<file path="src/rtl/cmd_encoder.sv">
// DDR3 command sequencer: buffers controller commands in a small FIFO and issues each as one
// active slot plus NOP slots. Optional issue counter enabled by CMD_ENCODER_STATS_EN.
module cmd_encoder #(
  parameter int unsigned ADDRESS_NUMBER = 15,
  parameter int unsigned WAIT_WIDTH     = 10,
  parameter int unsigned FIFO_LOG2      = 2
) (
  input  logic                          clk_div,
  input  logic                          rst,
  input  logic                          enable,
  input  logic                          flush,
  input  logic                          cmd_valid,
  output logic                          cmd_ready,
  input  logic [2:0]                    cmd_rcw,
  input  logic [2:0]                    cmd_ba,
  input  logic [ADDRESS_NUMBER-1:0]     cmd_addr,
  input  logic                          cmd_cke,
  input  logic                          cmd_odt,
  input  logic [WAIT_WIDTH-1:0]         cmd_wait,
  output logic [2*ADDRESS_NUMBER-1:0]   out_a,
  output logic [5:0]                    out_ba,
  output logic [1:0]                    out_we,
  output logic [1:0]                    out_ras,
  output logic [1:0]                    out_cas,
  output logic [1:0]                    out_cke,
  output logic [1:0]                    out_odt,
  output logic                          out_tri,
  output logic                          idle,
  output logic [15:0]                   cmd_count
);

  localparam int unsigned DEPTH = 1 << FIFO_LOG2;
  localparam int unsigned PTR_W = FIFO_LOG2 + 1;

  typedef struct packed {
    logic [2:0]                rcw;
    logic [2:0]                ba;
    logic [ADDRESS_NUMBER-1:0] addr;
    logic                      cke;
    logic                      odt;
    logic [WAIT_WIDTH-1:0]     wait_n;
  } cmd_t;

  cmd_t                        mem_q [DEPTH];
  cmd_t                        cmd_in;
  cmd_t                        head;
  logic [PTR_W-1:0]            wr_ptr_q, wr_ptr_d, rd_ptr_q, rd_ptr_d;
  logic [WAIT_WIDTH-1:0]       wait_q, wait_d;
  logic [2*ADDRESS_NUMBER-1:0] out_a_q, out_a_d;
  logic [5:0]                  out_ba_q, out_ba_d;
  logic [1:0]                  out_we_q, out_we_d, out_ras_q, out_ras_d, out_cas_q, out_cas_d;
  logic [1:0]                  out_cke_q, out_cke_d, out_odt_q, out_odt_d;
  logic                        out_tri_q, out_tri_d;
  logic                        idle_q, idle_d;
  logic                        cmd_ready_q, cmd_ready_d;
  logic                        empty, push, issue;

  assign cmd_in = '{rcw: cmd_rcw, ba: cmd_ba, addr: cmd_addr, cke: cmd_cke, odt: cmd_odt,
                    wait_n: cmd_wait};
  assign head   = mem_q[rd_ptr_q[FIFO_LOG2-1:0]];
  assign empty  = (wr_ptr_q == rd_ptr_q);
  // flush outranks both push and issue
  assign push   = cmd_valid & cmd_ready_q & ~flush;
  assign issue  = enable & ~empty & (wait_q == '0) & ~flush;

  // Next-state: pointers, wait counter and the two-slot output buses.
  always_comb begin
    wr_ptr_d  = wr_ptr_q;
    rd_ptr_d  = rd_ptr_q;
    wait_d    = wait_q;
    out_a_d   = out_a_q;
    out_ba_d  = out_ba_q;
    out_cke_d = out_cke_q;
    out_odt_d = out_odt_q;
    out_ras_d = 2'b11;
    out_cas_d = 2'b11;
    out_we_d  = 2'b11;
    out_tri_d = out_tri_q;

    if (flush) begin
      rd_ptr_d = wr_ptr_q;
      wait_d   = '0;
    end else begin
      if (push) wr_ptr_d = wr_ptr_q + PTR_W'(1);
      if (issue) begin
        rd_ptr_d  = rd_ptr_q + PTR_W'(1);
        out_ras_d = {1'b1, head.rcw[2]};
        out_cas_d = {1'b1, head.rcw[1]};
        out_we_d  = {1'b1, head.rcw[0]};
        out_a_d   = {head.addr, head.addr};
        out_ba_d  = {head.ba, head.ba};
        out_cke_d = {2{head.cke}};
        out_odt_d = {2{head.odt}};
        wait_d    = head.wait_n;
      end else if (wait_q != '0) begin
        wait_d = wait_q - WAIT_WIDTH'(1);
      end
    end

    // idle_q is zero whenever a wait is running, so tristate cannot assert mid-wait
    if (enable)      out_tri_d = 1'b0;
    else if (idle_q) out_tri_d = 1'b1;

    idle_d      = (wr_ptr_d == rd_ptr_d) && (wait_d == '0);
    cmd_ready_d = !((wr_ptr_d[FIFO_LOG2] != rd_ptr_d[FIFO_LOG2]) &&
                    (wr_ptr_d[FIFO_LOG2-1:0] == rd_ptr_d[FIFO_LOG2-1:0]));
  end

  always_ff @(posedge clk_div or posedge rst) begin
    if (rst) begin
      wr_ptr_q    <= '0;
      rd_ptr_q    <= '0;
      wait_q      <= '0;
      out_a_q     <= '0;
      out_ba_q    <= '0;
      out_we_q    <= 2'b11;
      out_ras_q   <= 2'b11;
      out_cas_q   <= 2'b11;
      out_cke_q   <= 2'b00;
      out_odt_q   <= 2'b00;
      out_tri_q   <= 1'b1;
      idle_q      <= 1'b1;
      cmd_ready_q <= 1'b1;
    end else begin
      wr_ptr_q    <= wr_ptr_d;
      rd_ptr_q    <= rd_ptr_d;
      wait_q      <= wait_d;
      out_a_q     <= out_a_d;
      out_ba_q    <= out_ba_d;
      out_we_q    <= out_we_d;
      out_ras_q   <= out_ras_d;
      out_cas_q   <= out_cas_d;
      out_cke_q   <= out_cke_d;
      out_odt_q   <= out_odt_d;
      out_tri_q   <= out_tri_d;
      idle_q      <= idle_d;
      cmd_ready_q <= cmd_ready_d;
    end
  end

  // FIFO storage needs no reset: entries are only read between push and pop
  always_ff @(posedge clk_div) begin
    if (push) mem_q[wr_ptr_q[FIFO_LOG2-1:0]] <= cmd_in;
  end

`ifdef CMD_ENCODER_STATS_EN
  logic [15:0] cmd_count_q, cmd_count_d;

  always_comb begin
    cmd_count_d = cmd_count_q;
    if (issue) cmd_count_d = cmd_count_q + 16'd1;
  end

  always_ff @(posedge clk_div or posedge rst) begin
    if (rst) cmd_count_q <= '0;
    else     cmd_count_q <= cmd_count_d;
  end

  assign cmd_count = cmd_count_q;
`else
  assign cmd_count = 16'h0;
`endif

  assign out_a     = out_a_q;
  assign out_ba    = out_ba_q;
  assign out_we    = out_we_q;
  assign out_ras   = out_ras_q;
  assign out_cas   = out_cas_q;
  assign out_cke   = out_cke_q;
  assign out_odt   = out_odt_q;
  assign out_tri   = out_tri_q;
  assign idle      = idle_q;
  assign cmd_ready = cmd_ready_q;

endmodule
</file>
<file path="config.mk">
export PLATFORM = sky130hd
export DESIGN_NAME = cmd_encoder
export DESIGN_NICKNAME = d
export VERILOG_FILES = /design/src/rtl/cmd_encoder.sv
export SDC_FILE = /design/constraint.sdc
export NUM_CORES = 1
export LEC_CHECK = 0
export BUFFER_PORTS_ARGS = -buffer_cell sky130_fd_sc_hd__buf_2
export CAP_MARGIN = 20
export CORE_AREA = 2 2 85 169
export CTS_CLUSTER_DIAMETER = 60
export DETAILED_ROUTE_END_ITERATION = 7
export DIE_AREA = 0 0 87 171
export GPL_TIMING_DRIVEN = 0
export PLACE_DENSITY = 0.76
export SLEW_MARGIN = 10
export SYNTH_ARGS = -nofsm -noshare
export SYNTH_HDL_FRONTEND = slang
export SYNTH_SLANG_ARGS = --single-unit
export TNS_END_PERCENT = 5
</file>
<file path="constraint.sdc">
create_clock -name clk_div -period 3 [get_ports clk_div]
set_input_delay 0.6 -clock clk_div [delete_from_list [all_inputs] [get_ports clk_div]]
set_output_delay 0.6 -clock clk_div [all_outputs]
set_load 0.01 [all_outputs]
</file>
### After elaboration in Yosys (flattened, before gate mapping)

Memory sizes are Yosys's and may differ from the RTL's.
Cells that the tools add are included.

| storage, ports and cells | value |
|---|---|
| RAM bits | 132 |
| word-level logic and storage cells | 53 |
| input bits | 38 |
| flip-flop bits (word level) | 63 |
| memories kept | 1 |

| operators by class | value |
|---|---|
| mux-type cells | 17 |
| bitwise operators | 7 |
| eq/ne operators | 4 |
| reduce and logical (&&, ||, !) cells | 8 |
| $add $sub $neg | 3 |

Memories:

| memory | words | width | rd ports | clocked after Yosys merged registers in | wr ports | line | text |
|---|---|---|---|---|---|---|---|
| mem_q | 4 | 33 | 1 | 0 | 1 | 44 | `cmd_t mem_q [DEPTH];` |

Operators with widths:

| operator | number |
|---|---|
| 10-bit two-way mux | 3 |
| 10-bit logical NOT | 2 |
| 3-bit two-way mux | 4 |
| 1-bit two-way mux | 10 |
| 10-bit nonzero test | 1 |
| 10-bit by 1-bit subtractor with 10-bit output (second input constant) | 1 |
| 3-bit by 1-bit adder with 3-bit output (second input constant) | 2 |
| 3-bit == test | 2 |
| 1-bit bitwise AND | 5 |
| 2-bit == test | 1 |
| 1-bit logical AND | 2 |
| 1-bit NOT | 2 |
| 2-bit AND reduction | 1 |
| 2-bit nonzero test | 1 |
| 1-bit logical NOT | 1 |
| 1-bit != test | 1 |

### Depth between registers and ports, before layout

Gate-level depths: netlist (run 1).

| depth | value |
|---|---|
| depth after elaboration | 10 |
| gate-level depth with buffers | 10 |

### Worst setup path before layout (run 1)

No wires, ideal clock.

| timing | value |
|---|---|
| path kind | input-to-reg |
| start | input port flush |
| end | memory mem_q[3][0] (netlist name) (enable) |
| buffers on the path | 1 |
| setup slack | 0.671 ns |
| stages on the path | 3 |
| required time | 2.605 ns |
| setup time | 0.395 ns |
| arrival | 1.934 ns |
| cell sequence | clkbuf_1 nor2_1 and2_1 |

| between the ends | value |
|---|---|
| word-level cells in the longest chain between the ends | 4 |

Ends and longest elaborated chain:

| element | line | text |
|---|---|---|
| start: declaration | 11 | `input logic flush,` |
| 1-bit NOT (no line) | n/a |  |
| 1-bit bitwise AND | 63 | `assign push = cmd_valid & cmd_ready_q & ~flush;` |
| 1-bit two-way mux | 143 | `if (push) mem_q[wr_ptr_q[FIFO_LOG2-1:0]] <= cmd_in;` |
| 1-bit two-way mux (not written as such) | 143 |  |
| end: declaration | 44 |  |

No other way between the ends.

### Worst setup path after layout (run 1)

| timing | value |
|---|---|
| start | register wait_q[0] |
| end | register out_ba_q[3] (netlist: out_ba[3]) |

| between the ends | value |
|---|---|
| word-level cells in the longest chain between the ends | 4 |

Ends and longest elaborated chain:

| element | line | text |
|---|---|---|
| start: declaration | 48 | `logic [WAIT_WIDTH-1:0] wait_q, wait_d;` |
| start signal: assignment | 127 | `wait_q <= wait_d;` |
| 10-bit logical NOT | 64 | `assign issue = enable & ~empty & (wait_q == '0) & ~flush;` |
| 1-bit bitwise AND (2 in series) | 64 |  |
| 2-bit AND reduction (no line) | n/a |  |
| end signal: assignment | 129 | `out_ba_q <= out_ba_d;` |
| end: declaration | 50 | `logic [5:0] out_ba_q, out_ba_d;` |

No other way between the ends.
A chain may end at the register's enable or synchronous reset.

==> results of run 1 <==
-- worst max-delay path: stages (launching register included) --
cell and delay [ps]:
dfrtp_1 440, inv_1 150, ha_1 200, nor4b_2 370, and3_1 210, buf_2 200
nand2_1 170, nor2_1 230, clkbuf_4 300, mux2_2 360
-- metrics by stage --
stage	setup WS, ps	hold slack, ps	instance area, um2	cells	power [uW]
final	224.4	197.2	8717	725	8207
after global routing	28.89	204.2	8717	725	8652
after CTS	185.9	207.4	8715	725	8256
after detailed placement	204.5	477.7	8128	693	6129
after global placement	-63.31	477.9	7993	688	5996
after floorplan	671.3	487.4	7386	449	5289
-- synthesized netlist by cell type, drive strengths merged (2+ instances only) --
library cell / number
edfxtp: 132
buf: 50
dfrtp: 36
mux4: 33
mux2: 22
nor2: 16
nand2: 15
a21oi: 13
o21ai: 13
inv: 9
nor3: 8
clkbuf: 7
ha: 7
dfstp: 6
nand3: 6
or3: 6
and2: 5
xor2: 5
a31oi: 4
mux2i: 3
nand4: 3
nor4: 3
xnor2: 3
conb: 2
nor4b: 2
o31ai: 2
or4: 2
-- worst min-delay path by stage --
| stage | cells past startpoint | slack, ps | end | start |
|---|---|---|---|---|
| global placement | 2 | 480 | out_tri$_DFFE_PP1P_ | out_tri$_DFFE_PP1P_ |
| global route | 2 | 200 | wait_q[3]$_DFF_PP0_ | rst |
| finish | 2 | 200 | wr_ptr_q[2]$_DFF_PP0_ | rst |
| floorplan | 2 | 490 | out_tri$_DFFE_PP1P_ | out_tri$_DFFE_PP1P_ |
| detailed placement | 2 | 480 | out_tri$_DFFE_PP1P_ | out_tri$_DFFE_PP1P_ |
| CTS | 2 | 210 | wait_q[8]$_DFF_PP0_ | rst |
-- layout make-up --
type                            count  area share
Clock inverter                     11     0.01091
Clock buffer                       21     0.05641
Sequential cell                   174      0.5761
Timing Repair Buffer               87     0.06201
Inverter                            9    0.003875
Tap cell                          157     0.02253
Buffer                             57     0.04435
Multi-Input combinational cell    209      0.2238
-- registers in the layout (all words and copies together) (netlist names), 3 cells and up --
name and cells:
out_a 15, mem_q 132, rd_ptr_q 3, wr_ptr_q 3
out_ba 3, wait_q 10
-- placed cells by master, fill, tap and decap left out, types with 15 or more instances in the layout --
cell | Yosys | routed
nor2_1 | 15 | 15
mux4_2 | 33 | 33
conb_1 | 2 | 19
mux2_2 | 22 | 22
clkbuf_16 | 0 | 18
nand2_1 | 15 | 15
buf_2 | 6 | 87
dfrtp_1 | 36 | 36
edfxtp_1 | 132 | 132
buf_4 | 41 | 41
-- power breakdown --
part	leakage (uW)	switching, uW	internal [uW]
registers	0.00171	256	3030
logic	0.00136	1420	1380
clock network	0.000286	925	1200
total	0.00335	2610	5600
-- cell families after synthesis --
kind of cell / after synthesis
muxes: 58
buffers and inverters: 66
DFF: 174
and+or+nand+nor: 74
AOI/OAI and AO/OA: 42
xor gates and xnor gates: 9
adders and majority gates: 7
other: 2
-- layer usage --
| layer | vias to the layer above | wire length (um) | global-route usage |
|---|---|---|---|
| li1 | 1849 | - | - |
| met1 | 2016 | 5340 | 0.2400 |
| met2 | 154 | 7437 | 0.3286 |
| met3 | 16 | 776 | 0.05499 |
| met4 | 0 | 177 | 0.05774 |
| met5 | - | 0 | 0 |
==> impl_metrics.ini, run 1 <==
[setup_path]
setup.worst_path.class = flip-flop to flip-flop
critical_path.endpoint_type = flip-flop
r2r_slack_ps = 220
timing.rr.end = out_ba[3]$_DFFE_PP0P_
cp.required_ps = 3300
critical_path.max_fanout = 10
regToRegStartpoint = wait_q[0]$_DFF_PP0_
crit_path_start = wait_q[0]$_DFF_PP0_
r2r.worst_path.cells = 9
worst-endpoint-arrival_ps = 3070
critical_path.startpoint_type = flip-flop
cp-endpoint = out_ba[3]$_DFFE_PP0P_

[synthesis]
synthCells = 432
synthAdderAreaFrac = 0.01196
synth_edf_count = 132
cell_area_synth_mm2 = 0.007322
synth_seq_cells = 174
complex_gate_fraction_of_the_synthesized_area = 0.03486
fraction_of_the_mapped_netlist_area_in_simple_logic_gates = 0.05707
synth.top_cells.by_area = edfxtp_1, dfrtp_1, mux4_2
synth_flop_cell = edfxtp_1
synth_top_area_share = 0.5414
seq_area_frac_synth = 0.6859
yosys_warnings = 0
largest_family_of_logic_cells_by_synthesized_area = multiplexers
synth_cell_types = 56
post_synth_arst_share = 0.2414
xor_xnor_share_of_the_synthesized_area = 0.01265
netlist.top_cell.by_area = edfxtp_1
avgSynthCellArea_um2 = 16.95
muxShareOfSynthArea = 0.1394

[die]
dieWidth_um = 87
core-area_mm2 = 0.01366
pin_count = 103
std_cell_rows = 61
dieArea_mm2 = 0.01488
die_height_um = 171
starting_density_of_the_core = 0.5359

[grt]
global_route_wire_length_before_repair_um = 20980
largest_net_degree_at_the_start_of_global_routing = 24
first_global_vias = 3989
grtUsageTotal = 0.1938
grt_antenna_before_repair = 0
overflow = 0

[power]
pwr_density_cell_mw_per_mm2 = 941.5
vdd_drop_max_mv = 0.7317
p_leak_uw = 0.003351

[sta]
timing.clock.skew_ps = 13.77
worst_pin_slew_ps = 841.6
setup_violations = 0
timing_hold_violations_final = 0
final.setup.tns_ps = 0
slew_headroom = 0.4389
max_freq_mhz = 360.3
layout_min_cycle_time_ps = 2776
grt_setup_unrepaired = false
timing.final.crit_share = 0.9252
finalMaxSlewViolations = 0

[cts]
tritoncts_num_sinks = 174
cts_setup_buffers = 0
htree_num_levels = 4
post_cts_resize_count = 0
clock_path_buffers = 2
cts.clk_slew.worst_paths_ps = 70
cts_hold_repair.buffers = 0
root_buffer = clkbuf_16
clk-insertion-delay-late_ps = 430
cts_tree = done
cts_buffers = 17

[route]
drt_drc_violations_left = 0
route.final.wire_length_um = 13730
drtIter0Drc = 226
avgRoutedWirePerCell_um = 18.94
vias_per_cell = 5.566
firstDrtPassIters = 5
count_of_vias_placed_by_the_detailed_router = 4035
antenna_left = 0

[place]
buffer_ports.inserted = 82
place.gp.congestion = 0.8703
dp_hpwl_um = 9214

[flow_run]
maximum_capacitance_violations = 0

[layout]
final.fill_count = 932
antenna_cells_inserted = 0
multiInputGateArea_mm2 = 0.001951
synthToLayoutAreaGrowth_pct = 19.05
final_core_utilization = 0.6381
drive_gt1_frac = 0.4243
area_taken_by_flip_flops_and_latches_mm2 = 0.005022
final_nets = 600

[status]
status = finished, final reports clean

[min_path]
type_of_the_most_critical_hold_path = input port to asynchronous set/reset pin
Power figures use the tool's default switching activity.
==> run 2: changes to the inputs <==
--- a/config.mk
+++ b/config.mk
@@ -7,10 +7,10 @@
 export LEC_CHECK = 0
 export BUFFER_PORTS_ARGS = -buffer_cell sky130_fd_sc_hd__buf_2
 export CAP_MARGIN = 20
-export CORE_AREA = 2 2 85 169
+export CORE_AREA = 3 3 86 170
 export CTS_CLUSTER_DIAMETER = 60
 export DETAILED_ROUTE_END_ITERATION = 7
-export DIE_AREA = 0 0 87 171
+export DIE_AREA = 0 0 89 173
 export GPL_TIMING_DRIVEN = 0
 export PLACE_DENSITY = 0.76
 export SLEW_MARGIN = 10
==> run 2 against run 1 <==
Die area grew 3.5%. Clock power grew 2%. Worst hold slack lost 110 ps. Via count grew 2.6%. First-iteration DRC count shrank 8.0%. Combinational power grew 4%. Core utilization grew 1.2 points. Maximum frequency shrank 1.4%. Register-to-register slack lost 40 ps. Total power grew 1.9%. Global-route usage grew 1.4 points. Setup slack lost 40 ps. Highest routed layer unchanged.
==> impl_metrics.ini, run 2 (same netlist as run 1, synthesis figures left out) <==
[sta]
layout_setup_ws_ps = 184.0
grt_setup_unrepaired = false
setup_violations = 0
timing.final.crit_share = 0.9387
finalHoldWorstSlack_ps = 90.06
finalMaxSlewViolations = 0
max_freq_mhz = 355.1
worst_pin_slew_ps = 861.8
timing.clock.skew_ps = 10.13
timing_hold_violations_final = 0
final.setup.tns_ps = 0
layout_min_cycle_time_ps = 2816
slew_headroom = 0.4255

[layout]
layout.cells.most_common_list = edfxtp_1, buf_2, buf_4, dfrtp_1, mux4_2
synthToLayoutAreaGrowth_pct = 19.22
multiInputGateArea_mm2 = 0.001971
final_nets = 600
drive_gt1_frac = 0.4243
number_of_flip_flops_under_the_largest_register_name = 132
layout.cells.non_filler = 724
area_taken_by_flip_flops_and_latches_mm2 = 0.005022
final.fill_count = 945
layout_commonest_cell = edfxtp_1

[cts]
tritoncts_num_sinks = 174
cts.clk_slew.worst_paths_ps = 70
root_buffer = clkbuf_16
clock_path_buffers = 2
htree_num_levels = 4
cts_tree = done
clk-insertion-delay-late_ps = 430
cts_buffers = 17
cts_setup_buffers = 0

[setup_path]
critical_path.endpoint_type = flip-flop
crit_path_start = wait_q[0]$_DFF_PP0_
critical_path.startpoint_type = flip-flop
cp.required_ps = 3290
r2r.worst_path.cells = 9
worst-endpoint-arrival_ps = 3110
critical_path.max_fanout = 9
setup.worst_path.class = flip-flop to flip-flop
regToRegStartpoint = wait_q[0]$_DFF_PP0_

[grt]
global_route_wire_length_before_repair_um = 23310
grtUsageTotal = 0.2076
grt_antenna_before_repair = 1
largest_net_degree_at_the_start_of_global_routing = 34
first_global_vias = 4417
overflow = 0

[power]
pwr_density_cell_mw_per_mm2 = 958.5
vdd_drop_max_mv = 0.5761
p_leak_uw = 0.003358

[die]
dieWidth_um = 89
std_cell_rows = 60
dieArea_mm2 = 0.01540
starting_density_of_the_core = 0.5449
die_height_um = 173
pin_count = 103
core-area_mm2 = 0.01344

[route]
vias_per_cell = 5.720
count_of_vias_placed_by_the_detailed_router = 4141
antenna_left = 0
drtIter0Drc = 208
route.final.wire_length_um = 14770
firstDrtPassIters = 5
avgRoutedWirePerCell_um = 20.40
drt_drc_violations_left = 0

[min_path]
type_of_the_most_critical_hold_path = input port to asynchronous set/reset pin

[place]
place.gp.congestion = 0.8948
buffer_ports.inserted = 82
placedCellCount = 691
place_ws_ps = 32.78
dp_hpwl_um = 9980

[flow_run]
maximum_capacitance_violations = 0

[status]
status = finished, final reports clean
-- run 2: worst paths after layout --
check                                        end  slack, ps
max                               idle$_DFF_PP1_        180
min reg2reg                  out_tri$_DFFE_PP1P_        480
min in group clk_div         out_tri$_DFFE_PP1P_        350
max reg2reg                       idle$_DFF_PP1_        180
max in group asynchronous         idle$_DFF_PP1_       2380
min                        out_ba[3]$_DFFE_PP0P_         90
-- run 2: power breakdown --
group / total [uW] / switching, uW / internal, uW
Sequential: 3290 / 268 / 3020
Combinational: 2900 / 1500 / 1400
Clock: 2170 / 973 / 1200
-- run 2: repair_timing --
action	in CTS	in global routing
endpoints found under the setup margin	0	20
hold buffers	0	0
resized for setup	0	4
-- run 2: cell type report --
cell class / count / share of cell area
Sequential cell: 174 / 0.5753
Multi-Input combinational cell: 209 / 0.2257
Timing Repair Buffer: 87 / 0.06106
Clock buffer: 18 / 0.05031
Buffer: 57 / 0.04429
Tap cell: 155 / 0.02222
Clock inverter: 14 / 0.01691
Inverter: 9 / 0.003870
Antenna cell: 1 / 0.0002867
-- run 2: metrics by stage --
stage	power [uW]	utilization	instance area, um2
2_1_floorplan	5289	-	7386
3_3_place_gp	6041	0.5946	7990
3_5_place_dp	6194	0.6041	8118
4_1_cts	8392	0.6478	8705
5_1_grt	8798	0.6496	8730
6_report	8367	0.6496	8730
-- run 2: per-layer routing --
metal / wire length (um) / track usage / vias up
met3: 626 / 0.04483 / 43
met1: 5045 / 0.2200 / 2099
met4: 686 / 0.1267 / 0
li1: - / - / 1862
met5: 0 / 0 / -
met2: 8409 / 0.3610 / 137
-- run 2: worst max-delay path, cell delays in order (launching register included) --
cell and delay [ps]:
dfrtp_1 450, inv_1 170, ha_1 230, nor4b_4 340, and3_1 210, buf_2 210
o311ai_0 140, o21ai_0 310, a31oi_1 150, nor4b_1 480
==> run 3: changes to the inputs <==
--- a/config.mk
+++ b/config.mk
@@ -7,10 +7,11 @@
 export LEC_CHECK = 0
 export BUFFER_PORTS_ARGS = -buffer_cell sky130_fd_sc_hd__buf_2
 export CAP_MARGIN = 20
-export CORE_AREA = 3 3 86 170
+export CORE_AREA = 2 2 85 169
+export CTS_BUF_LIST = sky130_fd_sc_hd__clkbuf_4
 export CTS_CLUSTER_DIAMETER = 60
 export DETAILED_ROUTE_END_ITERATION = 7
-export DIE_AREA = 0 0 89 173
+export DIE_AREA = 0 0 87 171
 export GPL_TIMING_DRIVEN = 0
 export PLACE_DENSITY = 0.76
 export SLEW_MARGIN = 10
==> run 3 against run 2 <==
Maximum frequency is 0.99% higher. Clock power fell by 44%. Register-to-register slack better by 30 ps. Critical path depth did not move. Critical path type unchanged. Largest power group unchanged.
==> impl_metrics.ini, run 3 (same netlist as run 1, synthesis figures left out) <==
[route]
route.final.wire_length_um = 13240
drt_drc_violations_left = 0
vias_per_cell = 5.561
drtIter0Drc = 210
antenna_left = 0
avgRoutedWirePerCell_um = 18.24
firstDrtPassIters = 5
count_of_vias_placed_by_the_detailed_router = 4037

[place]
buffer_ports.inserted = 82
placedInstanceArea_mm2 = 0.008128
place.gp.congestion = 0.8703
placedCellCount = 693
dp_hpwl_um = 9214

[status]
status = finished, final reports clean

[power]
intPower_uw = 4822
comb_power_share = 0.383
pwr_density_cell_mw_per_mm2 = 867.7
p_clk_frac = 0.168
p_leak_uw = 0.003204
sw_frac_of_total = 0.3382
vdd_drop_max_mv = 0.5508
power_switching_uw = 2465
power.share.sequential = 0.449

[grt]
largest_net_degree_at_the_start_of_global_routing = 24
first_global_vias = 3950
global_route_wire_length_before_repair_um = 20370
grt_antenna_before_repair = 1
grtUsageTotal = 0.1858
overflow = 0

[die]
core-area_mm2 = 0.01366
die_height_um = 171
pin_count = 103
starting_density_of_the_core = 0.5359
dieArea_mm2 = 0.01488
std_cell_rows = 61
dieWidth_um = 87

[setup_path]
worst-endpoint-arrival_ps = 3200
critical_path.max_fanout = 10
timing.rr.end = out_ba[3]$_DFFE_PP0P_
crit_path_start = wait_q[0]$_DFF_PP0_
r2r_slack_ps = 210
cp-endpoint = out_ba[3]$_DFFE_PP0P_
r2r.worst_path.cells = 9
setup.worst_path.class = flip-flop to flip-flop
critical_path.endpoint_type = flip-flop
regToRegStartpoint = wait_q[0]$_DFF_PP0_
cp.required_ps = 3410
critical_path.startpoint_type = flip-flop

[cts]
clk-insertion-delay-late_ps = 530
cts_buffers = 17
htree_num_levels = 4
cts_hold_repair.buffers = 0
cts_tree = done
clock_path_buffers = 2
tritoncts_num_sinks = 174
post_cts_resize_count = 0
root_buffer = clkbuf_4
cts_setup_buffers = 0
cts.clk_slew.worst_paths_ps = 150

[sta]
timing.clock.skew_ps = 19.42
max_freq_mhz = 358.6
finalHoldWorstSlack_ps = 74.06
layout_min_cycle_time_ps = 2788
setup_violations = 0
timing_hold_violations_final = 0
slew_headroom = 0.4045
finalMaxSlewViolations = 0
worst_pin_slew_ps = 893.3
grt_setup_unrepaired = false
final.setup.tns_ps = 0
timing.final.crit_share = 0.9295

[layout]
number_of_flip_flops_under_the_largest_register_name = 132
layout.cells.non_filler = 726
synthToLayoutAreaGrowth_pct = 14.68
final_nets = 600
finish.instance_area_mm2 = 0.008397
layout_commonest_cell = edfxtp_1
layout.cells.most_common_list = edfxtp_1, buf_2, buf_4, dfrtp_1, mux4_2
drive_gt1_frac = 0.4190

[min_path]
type_of_the_most_critical_hold_path = input port to asynchronous set/reset pin

[flow_run]
maximum_capacitance_violations = 0
==> run 3: changes by cell type in the layout (fill, tap and decap cells not counted), sizes merged <==
cell      before  now
clkinvlp       1    2
inv           18   14
clkinv         3    7
clkbuf        26   25
==> run 3: metrics by stage <==
| stage | total power, uW | util | setup WS (ps) |
|---|---|---|---|
| after detailed placement | 6129 | 0.5949 | 204.5 |
| after global placement | 5996 | 0.5850 | -63.31 |
| final | 7286 | 0.6146 | 211.6 |
| after CTS | 7342 | 0.6143 | 187.0 |
| after global routing | 7742 | 0.6146 | 20.76 |
| after floorplan | 5289 | - | 671.3 |
==> run 3: worst max-delay path, stage by stage (launching register included) <==
cell and delay [ps]:
dfrtp_1 470, inv_1 160, ha_1 210, nor4b_2 370, and3_1 210, buf_2 200
nand2_1 170, nor2_1 230, clkbuf_4 300, mux2_2 360
==> run 3: how the worst min path moves through the flow <==
stage                                        to
final                       wait_q[3]$_DFF_PP0_
after global routing        wait_q[3]$_DFF_PP0_
after CTS                 rd_ptr_q[2]$_DFF_PP0_
after detailed placement    out_tri$_DFFE_PP1P_
after global placement      out_tri$_DFFE_PP1P_
after floorplan             out_tri$_DFFE_PP1P_
==> run 3: routing by layer <==
layer  global-route usage  up-vias  wire (um)
li1                     -     1855          -
met1               0.2336     2005       5187
met2               0.3156      157       7131
met3              0.03956       20        723
met4              0.06522        0        197
met5                    0        -          0
==> run 3: power groups by stage <==
stage | Clock (uW) | Sequential, uW | Combinational (uW)
2_1_floorplan | 0 | 3330 | 1950
3_3_place_gp | 0 | 3320 | 2680
3_5_place_dp | 0 | 3330 | 2800
4_1_cts | 1260 | 3270 | 2810
5_1_grt | 1350 | 3320 | 3070
6_report | 1220 | 3270 | 2790
==> run 3: cell type report <==
class	instances	area, um2
repair buffers	87	540.5
inverters	9	33.78
clock inverters	15	136.4
flip-flops and latches	174	5022
plain buffers	57	386.6
well taps	157	196.4
multi-input cells	209	1951
fillers	966	5265
diodes	1	2.502
clock buffers	17	127.6
